$ cat src/rtl/mux21_arbiter_if.sv
// Request/grant bundle between two mux21 requesters and the arbiter that owns SEL.
// The master modport is the requester side; the slave modport is the arbiter.
interface mux21_arbiter_if;
    logic REQ_A;
    logic REQ_B;
    logic GNT_A;
    logic GNT_B;
    logic SEL;
    logic BUSY;

    modport master (
        output REQ_A, REQ_B,
        input  GNT_A, GNT_B, SEL, BUSY
    );

    modport slave (
        input  REQ_A, REQ_B,
        output GNT_A, GNT_B, SEL, BUSY
    );
endinterface

$ cat src/rtl/mux21_arbiter.sv
// Two-requester round-robin arbiter driving the SEL line of a shared 2:1 mux.
// A grant is capped at MAX_HOLD cycles only while the other side is waiting.
module mux21_arbiter #(
    parameter int MAX_HOLD = 4
) (
    input  logic           CLK,
    input  logic           RST_N,
    mux21_arbiter_if.slave arb
);

    localparam int                CNT_W     = $clog2(MAX_HOLD + 1);
    localparam logic [CNT_W-1:0]  HOLD_LAST = CNT_W'(MAX_HOLD - 1);

    typedef enum logic [1:0] {
        IDLE    = 2'd0,
        GRANT_A = 2'd1,
        GRANT_B = 2'd2
    } state_t;

    state_t           state, state_nxt;
    logic [CNT_W-1:0] hold_cnt, hold_cnt_nxt;
    logic             last, last_nxt;
    logic             sel, sel_nxt;
    logic             gnt_a, gnt_b, busy;

    always_comb begin
        state_nxt    = state;
        hold_cnt_nxt = hold_cnt;
        last_nxt     = last;
        sel_nxt      = sel;

        case (state)
            IDLE: begin
                // On a tie, A wins unless A was the last side served.
                if (arb.REQ_A && (!arb.REQ_B || last))
                    state_nxt = GRANT_A;
                else if (arb.REQ_B)
                    state_nxt = GRANT_B;
            end
            GRANT_A: begin
                if (!arb.REQ_A)
                    state_nxt = arb.REQ_B ? GRANT_B : IDLE;
                else if (hold_cnt == HOLD_LAST) begin
                    if (arb.REQ_B)
                        state_nxt = GRANT_B;
                    else
                        hold_cnt_nxt = '0;
                end else
                    hold_cnt_nxt = hold_cnt + CNT_W'(1);
            end
            GRANT_B: begin
                if (!arb.REQ_B)
                    state_nxt = arb.REQ_A ? GRANT_A : IDLE;
                else if (hold_cnt == HOLD_LAST) begin
                    if (arb.REQ_A)
                        state_nxt = GRANT_A;
                    else
                        hold_cnt_nxt = '0;
                end else
                    hold_cnt_nxt = hold_cnt + CNT_W'(1);
            end
            default: state_nxt = IDLE;
        endcase

        // SEL and last move only when a new grant begins; IDLE keeps the old SEL.
        if (state_nxt != state) begin
            if (state_nxt == GRANT_A) begin
                hold_cnt_nxt = '0;
                last_nxt     = 1'b0;
                sel_nxt      = 1'b0;
            end else if (state_nxt == GRANT_B) begin
                hold_cnt_nxt = '0;
                last_nxt     = 1'b1;
                sel_nxt      = 1'b1;
            end
        end
    end

    always_ff @(posedge CLK or negedge RST_N) begin
        if (!RST_N) begin
            state    <= IDLE;
            hold_cnt <= '0;
            last     <= 1'b1;
            sel      <= 1'b0;
            gnt_a    <= 1'b0;
            gnt_b    <= 1'b0;
            busy     <= 1'b0;
        end else begin
            state    <= state_nxt;
            hold_cnt <= hold_cnt_nxt;
            last     <= last_nxt;
            sel      <= sel_nxt;
            gnt_a    <= (state_nxt == GRANT_A);
            gnt_b    <= (state_nxt == GRANT_B);
            busy     <= (state_nxt != IDLE);
        end
    end

    assign arb.GNT_A = gnt_a;
    assign arb.GNT_B = gnt_b;
    assign arb.SEL   = sel;
    assign arb.BUSY  = busy;

endmodule

$ cat src/flat_wrapper.sv
// flat-port wrapper written by rule: the top's interface ports become plain ports
module mux21_arbiter_flat 
#(
    parameter int MAX_HOLD = 4
)
  (CLK, RST_N, arb_REQ_A, arb_REQ_B, arb_GNT_A, arb_GNT_B, arb_SEL, arb_BUSY);
  mux21_arbiter_if arb_i ();
  input  logic CLK;
  input  logic RST_N;
  input wire logic [$bits(arb_i.REQ_A)-1:0] arb_REQ_A;
  input wire logic [$bits(arb_i.REQ_B)-1:0] arb_REQ_B;
  output wire logic [$bits(arb_i.GNT_A)-1:0] arb_GNT_A;
  output wire logic [$bits(arb_i.GNT_B)-1:0] arb_GNT_B;
  output wire logic [$bits(arb_i.SEL)-1:0] arb_SEL;
  output wire logic [$bits(arb_i.BUSY)-1:0] arb_BUSY;
  assign arb_i.REQ_A = arb_REQ_A;
  assign arb_i.REQ_B = arb_REQ_B;
  assign arb_GNT_A = arb_i.GNT_A;
  assign arb_GNT_B = arb_i.GNT_B;
  assign arb_SEL = arb_i.SEL;
  assign arb_BUSY = arb_i.BUSY;
  mux21_arbiter #(.MAX_HOLD(MAX_HOLD)) u_core (.CLK(CLK), .RST_N(RST_N), .arb(arb_i));
endmodule
$ cat config.mk
export PLATFORM = sky130hd
export DESIGN_NAME = mux21_arbiter_flat
export DESIGN_NICKNAME = d
export VERILOG_FILES = /design/src/rtl/mux21_arbiter_if.sv /design/src/rtl/mux21_arbiter.sv /design/src/flat_wrapper.sv
export SDC_FILE = /design/constraint.sdc
export NUM_CORES = 1
export LEC_CHECK = 0
export ABC_AREA = 1
export CORE_AREA = 8 8 46 48
export DETAILED_ROUTE_END_ITERATION = 8
export DIE_AREA = 0 0 54 56
export PLACE_DENSITY = 0.84
export REMOVE_ABC_BUFFERS = 1
export SETUP_SLACK_MARGIN = 0.05
export SLEW_MARGIN = 20
export SYNTH_ARGS = -nofsm -noshare
export SYNTH_HDL_FRONTEND = slang
export SYNTH_SLANG_ARGS = --single-unit
$ cat constraint.sdc
create_clock -name CLK -period 5.85 [get_ports CLK]
set_clock_uncertainty 0.1 [all_clocks]
set_input_delay 0.8775 -clock CLK [delete_from_list [all_inputs] [get_ports CLK]]
set_output_delay 0.8775 -clock CLK [all_outputs]
set_load 0.005 [all_outputs]
==> results of run 1 <==
-- metrics by stage --
stage                     hold slack [ns]  worst slack (ns)  utilization  std cells  cell area, sq um
after global routing               0.3991             2.927       0.6211        129             892.1
after CTS                          0.3847             3.102       0.6211        129             892.1
after global placement             0.3513             2.919       0.5958        125             855.8
after detailed placement           0.3650             2.832       0.5958        125             855.8
after floorplan                    0.3418             3.733            -        102             765.7
final                              0.3835             3.088       0.6211        129             892.1
-- layout make-up --
type	instances	area, sq um
fillers	123	544.3
multi-input cells	74	446.7
flip-flops and latches	10	251.5
repair buffers	7	70.07
inverters	18	67.56
clock buffers	4	36.28
well taps	16	20.02
-- power breakdown --
part	total [mW]	switching [mW]	internal, mW
logic	0.285	0.168	0.117
registers	0.124	0.0227	0.101
clock network	0.0591	0.0214	0.0377
-- flip-flops by register name (all words and copies together), names as in the netlist --
register and count:
u_core.arb.BUSY 1, u_core.arb.GNT_A 1, u_core.arb.GNT_B 1, u_core.arb.SEL 1, u_core.hold_cnt 3, u_core.last 1, u_core.state 2
-- worst max path at each step --
stage                   start  cells past startpoint            endpoint
floorplan           arb_REQ_B                     11  u_core.hold_cnt[0]
global placement    arb_REQ_B                      9  u_core.hold_cnt[0]
detailed placement  arb_REQ_B                      9  u_core.hold_cnt[0]
CTS                 arb_REQ_B                      9  u_core.hold_cnt[0]
global route        arb_REQ_B                      9  u_core.hold_cnt[1]
finish              arb_REQ_B                      9  u_core.hold_cnt[0]
-- logic make-up after synthesis --
logic type      after synthesis  share of synthesized area
fa+ha+maj                     8                     0.1270
buf+inv                      20                     0.1143
flops                        10                     0.3191
compound gates               10                    0.07142
simple gates                 56                     0.3683
-- layout by cell type (no fill, tap or decap), drive strengths merged, types with 2 or more instances in the layout --
cell            n
ha              8
clkbuf          4
o22ai           2
dfrtp           9
a21oi           5
inv            17
clkdlybuf4s50   7
nor2            2
nand3          15
o21ai           3
nand2          36
-- critical path, delay by kind of cell --
kind / cells / cell delay (ns)
compound gates: 1 / 0.15
fa+ha+maj: 1 / 0.22
buf+inv: 2 / 0.77
simple gates: 5 / 0.84
-- synth_stat cells (all sizes together) --
library cell,count
and2,1
a21oi,5
inv,17
nand3b,1
nor2,2
nand3,15
dfstp,1
o22ai,2
clkinv,1
buf,2
or2,1
ha,8
dfrtp,9
nand2,36
o21ai,3
-- routing by layer --
metal  vias to the layer above  share of wire
met5                         -              0
met4                         0              0
met3                         0          0.038
met2                        16           0.51
met1                       300           0.45
li1                        346              -
==> results.md, run 1 <==
- Outcome: completed
- Post-synthesis cell type count: 20
- Dpl hpwl: 1227 um
- Max-slew headroom: 0.7167
- Mapped cell area: 788.3 sq um
- # IOs: 8
- CP max FO: 10
- Hold path start: u_core.last
- CTS resizes: 0
- Slowest-stage cell, CP: clkdlybuf4s50_1
- Yosys top cell by area: dfrtp_1
- Clock Latency Late Sink: 0.25 ns
- Die height: 56 um
- Total power: 0.4680 mW
- Max clock buf depth: 2
- DRC viols: 0
- Worst path max stage delay: 0.70 ns
- First DRT Iteration DRCs: 11
- Initial DRT Pass Iterations: 4
- Post-CTS setup buffer count: 0
- FF-to-FF path depth: 13
- DIE WIDTH: 54 um
- Global-route wire length before repair: 2684 um
- Fmax: 0.3620 GHz
- TritonCTS Buffers: 3
- Critical R2R Capture: u_core.hold_cnt[0]
- Diodes inserted: 0
- Met1 usage: 0.1265
- Cells after Synth: 104
- Initial Util: 0.5488
- FP Rows: 14
- Fin. max-slew vios: 0
- Via count: 662
- Setup TNS: 0 ns
- Sequential area share after synthesis: 0.3190
- Hold path depth: 2
- Final min period: 2.762 ns
- Met3 usage: 0.01872
- Worst-path cell chain: clkdlybuf4s50_1, nand3_1, nand3b_1, nand3_2, nand2_2, inv_1, ha_1, or2_2, a21oi_1
- Crit Path Class: in -> reg
- Antenna violations before repair: 0
- Clk sink count: 10
- Worst min path class: reg -> reg
- Yosys warnings: 0
- Final period util: 0.4721
- FF-to-FF setup slack: 3.57 ns
- Most used routing layer in global routing: met2
- CTS tree: done
- Clk pin slew, worst setup/hold paths: 0.06 ns
- Final setup fails: 0
- Hold EP: u_core.last
- Hold_buf cts: 0
- Share of the synthesized area in the top cell type: 0.2857
- Worst Tran Pin Value: 0.4236 ns
- Top cells by area, synth: dfrtp_1 (29%), ha_1 (13%), nand2_1 (11%)
- Vias/cell: 5.132
- RSZ-0062 raised after global routing: no
- Gpl congestion: 0.8958
- Pwr dens: 524.6 nW/um^2
- Peak supply drop: 255.6 uV
- Share of layout cells above drive strength 1: 0.2301
- Syn Area/Cell: 7.579 sq um
- WP data required: 5.93 ns
- Average wire per standard cell: 11.70 um
- Die area: 3024 sq um
- PortBufs: 7
- GRT overflow: 0
- Worst EP arrival: 2.84 ns
- Area grow syn2layout: 13.17%
- #FFs+latches synth: 10
- Vias in the first global route: 661
- Max Cap Viol: 0
- Final wirelength: 1509 um
- Largest net degree at the start of global routing: 11
- CP startpoint kind: input port
- Final net count: 126
- Reg-to-Reg Start: u_core.state[0]
- H-tree lvl count: 1
- Final-report hold violation count: 0
- Lkg Pwr: 0.4621 nW
- Antenna viol nets, final: 0
- CTS root buf: clkbuf_4
- Core area: 1436 sq um
- Met2 Use GR: 0.1973
- Crit. End Element: flip-flop
- GR Util All Layers: 0.1094
No activity file was read; power rests on OpenSTA's default activity.
==> run 2, diff against run 1 <==
Settings changed: CORE_AREA 8 8 46 48 to 8 8 50 52, DIE_AREA 0 0 54 56 to 0 0 58 60, PLACE_DENSITY 0.84 to 0.74.
Clock period 5.85 ns to 2.53 ns, I/O delays scaled along.
==> run 2 against run 1 <==
Compared with the run above: utilization fell by 13 points; non-clock buffer count rose by 1; critical path depth rose by 4; die area rose by 15%; highest routed layer is now met4; first-iteration DRC count rose by 27%; hold slack got worse by 0.062 ns; register-to-register slack got worse by 3.3 ns; sequential share of layout area did not move.
==> results.md, run 2 (synthesis results as in run 1) <==
- Final period util: 0.8885
- Commonest cells after routing, fill and taps aside: nand2_1 (23), inv_1 (15), nand3_1 (13), nand2_2 (12), dfrtp_1 (9)
- Hold_buf cts: 0 (unchanged)
- Clk sink count: 10 (unchanged)
- Vias/cell: 5.023 (-2.1%)
- Initial DRT Pass Iterations: 5 (+1)
- Gpl congestion: 0.8919 (-0.44%)
- Post-CTS setup buffer count: 0 (unchanged)
- Placed instance count: 128 (+2.4%)
- GRT overflow: 0 (unchanged)
- FF-to-FF setup slack: 0.28 ns (-3.29 ns)
- Critical path launch point: u_core.state[0]
- Max Cap Viol: 0 (unchanged)
- RSZ-0062 raised after global routing: no
- Placed inst area: 865.8 sq um (+1.2%)
- CP max FO: 6 (-4)
- M1 WL: 727 um (+6.8%)
- Post-Layout Inst Area: 892.1 sq um (unchanged)
- Pwr dens: 1182 nW/um^2 (+130%)
- Peak supply drop: 750.4 uV (+190%)
- PortBufs: 7 (unchanged)
- Biggest register: u_core.hold_cnt
- Met3 wire length: 67 um (+16%)
- FP Rows: 16 (+2)
- Fmax: 0.4449 GHz
- Clock Latency Late Sink: 0.26 ns (about the same)
- # IOs: 8 (unchanged)
- Outcome: completed
- Largest net degree at the start of global routing: 11 (unchanged)
- Biggest regs: u_core.hold_cnt x3, u_core.state x2
- Clk pin slew, worst setup/hold paths: 0.07 ns (about the same)
- Area of the multi-input gates: 446.7 sq um (unchanged)
- Number of fill cells: 178 (+45%)
- Final-report hold violation count: 0 (unchanged)
- CTS root buf: clkbuf_4
- Crit. End Element: flip-flop
- Worst min path class: in -> async
- Core area: 1802 sq um (+25%)
- DIE WIDTH: 58 um (+7.4%)
- CTS resizes: 0 (unchanged)
- Antenna violations before repair: 0 (unchanged)
- Final setup fails: 0 (unchanged)
- CP startpoint kind: flip-flop
- Worst Tran Pin Value: 0.4292 ns (+0.005578 ns)
- Final min period: 2.248 ns
- Largest register FFs: 3 (unchanged)
- Final net count: 127 (+0.79%)
- Average wire per standard cell: 11.76 um (+0.51%)
- GR Util All Layers: 0.09938 (-0.01004)
- WP data required: 2.62 ns (-3.31 ns)
- Share of layout cells above drive strength 1: 0.2281 (-0.002018)
- Most common cell after layout, fill and taps aside: nand2_1
- Non-filler cells, final: 132 (+2.3%)
- DRC viols: 0 (unchanged)
- Diodes inserted: 0 (unchanged)
- First DRT Iteration DRCs: 14 (+3)
- TritonCTS Buffers: 3 (unchanged)
- Setup TNS: 0 ns (unchanged)
- Register area: 251.5 sq um (unchanged)
- Die height: 60 um (+7.1%)
- Die area: 3480 sq um (+15%)
- Max clock buf depth: 2 (unchanged)
- Crit Path Class: reg -> reg
- Lkg Pwr: 0.4609 nW (-0.26%)
- Global-route wire length before repair: 2766 um (+3.1%)
- Max-slew headroom: 0.7130 (-0.003730)
- Worst EP arrival: 2.34 ns (-0.50 ns)
- Initial Util: 0.4375 (-0.1113)
- Via count: 663 (+0.15%)
- Hold WS: 0.3215 ns (-0.06197 ns)
- Area grow syn2layout: 13.17% (unchanged)
- H-tree lvl count: 1 (unchanged)
- Reg-to-Reg Start: u_core.state[0]
- Fin. max-slew vios: 0 (unchanged)
- Highest metal used: met4
- Vias in the first global route: 702 (+6.2%)
- Dpl hpwl: 1264 um (+3.1%)
- CTS tree: done
- Final wirelength: 1552 um (+2.8%)
- Met2 WL: 739 um (-4.0%)
- Antenna viol nets, final: 0 (unchanged)
## run 2: report_power, final
part / switching (mW) / internal (mW)
combinational: 0.388 / 0.273
clock: 0.0492 / 0.0606
sequential: 0.0491 / 0.234
## run 2: layout make-up
type                       count  share of cell area
clock buffer                   4             0.02945
multi-input combinational     74              0.5007
sequential                    10              0.2819
timing repair buffer           8             0.08696
inverter                      18             0.07574
tap                           18             0.02525
## run 2: path summary, 6_finish.rpt
check                           cells after the start                 end
worst max register to register                     13  u_core.hold_cnt[2]
worst min-delay path                                1      u_core.arb.SEL
min in group CLK                                    2      u_core.arb.SEL
worst max-delay path                               13  u_core.hold_cnt[2]
max in group asynchronous                           1         u_core.last
worst min register to register                      2      u_core.arb.SEL
## run 2: per-stage QoR
step	total power [mW]	setup WS, ns	util
after CTS	1.068	0.2595	0.4951
after floorplan	0.7653	0.5295	-
after global placement	0.9391	0.1026	0.4806
after global routing	1.179	0.05102	0.4951
final	1.054	0.2822	0.4951
after detailed placement	0.9507	0.04380	0.4806
## run 2: routing by layer
layer / track usage / vias to the layer above
met5: 0 / -
met4: 0.04545 / 0
met3: 0.02151 / 4
met2: 0.1688 / 18
met1: 0.1163 / 297
li1: - / 344
## run 2: worst max-delay path: stages, from the launching register on
cell and delay, ns:
dfrtp_1 0.44, inv_1 0.13, ha_1 0.28, nand2_1 0.09
clkinv_1 0.05, nand3_1 0.07, nand2_1 0.06, inv_1 0.06
nand2_2 0.07, nand2_2 0.10, inv_1 0.07, ha_1 0.19
or2_2 0.33, a21oi_1 0.15
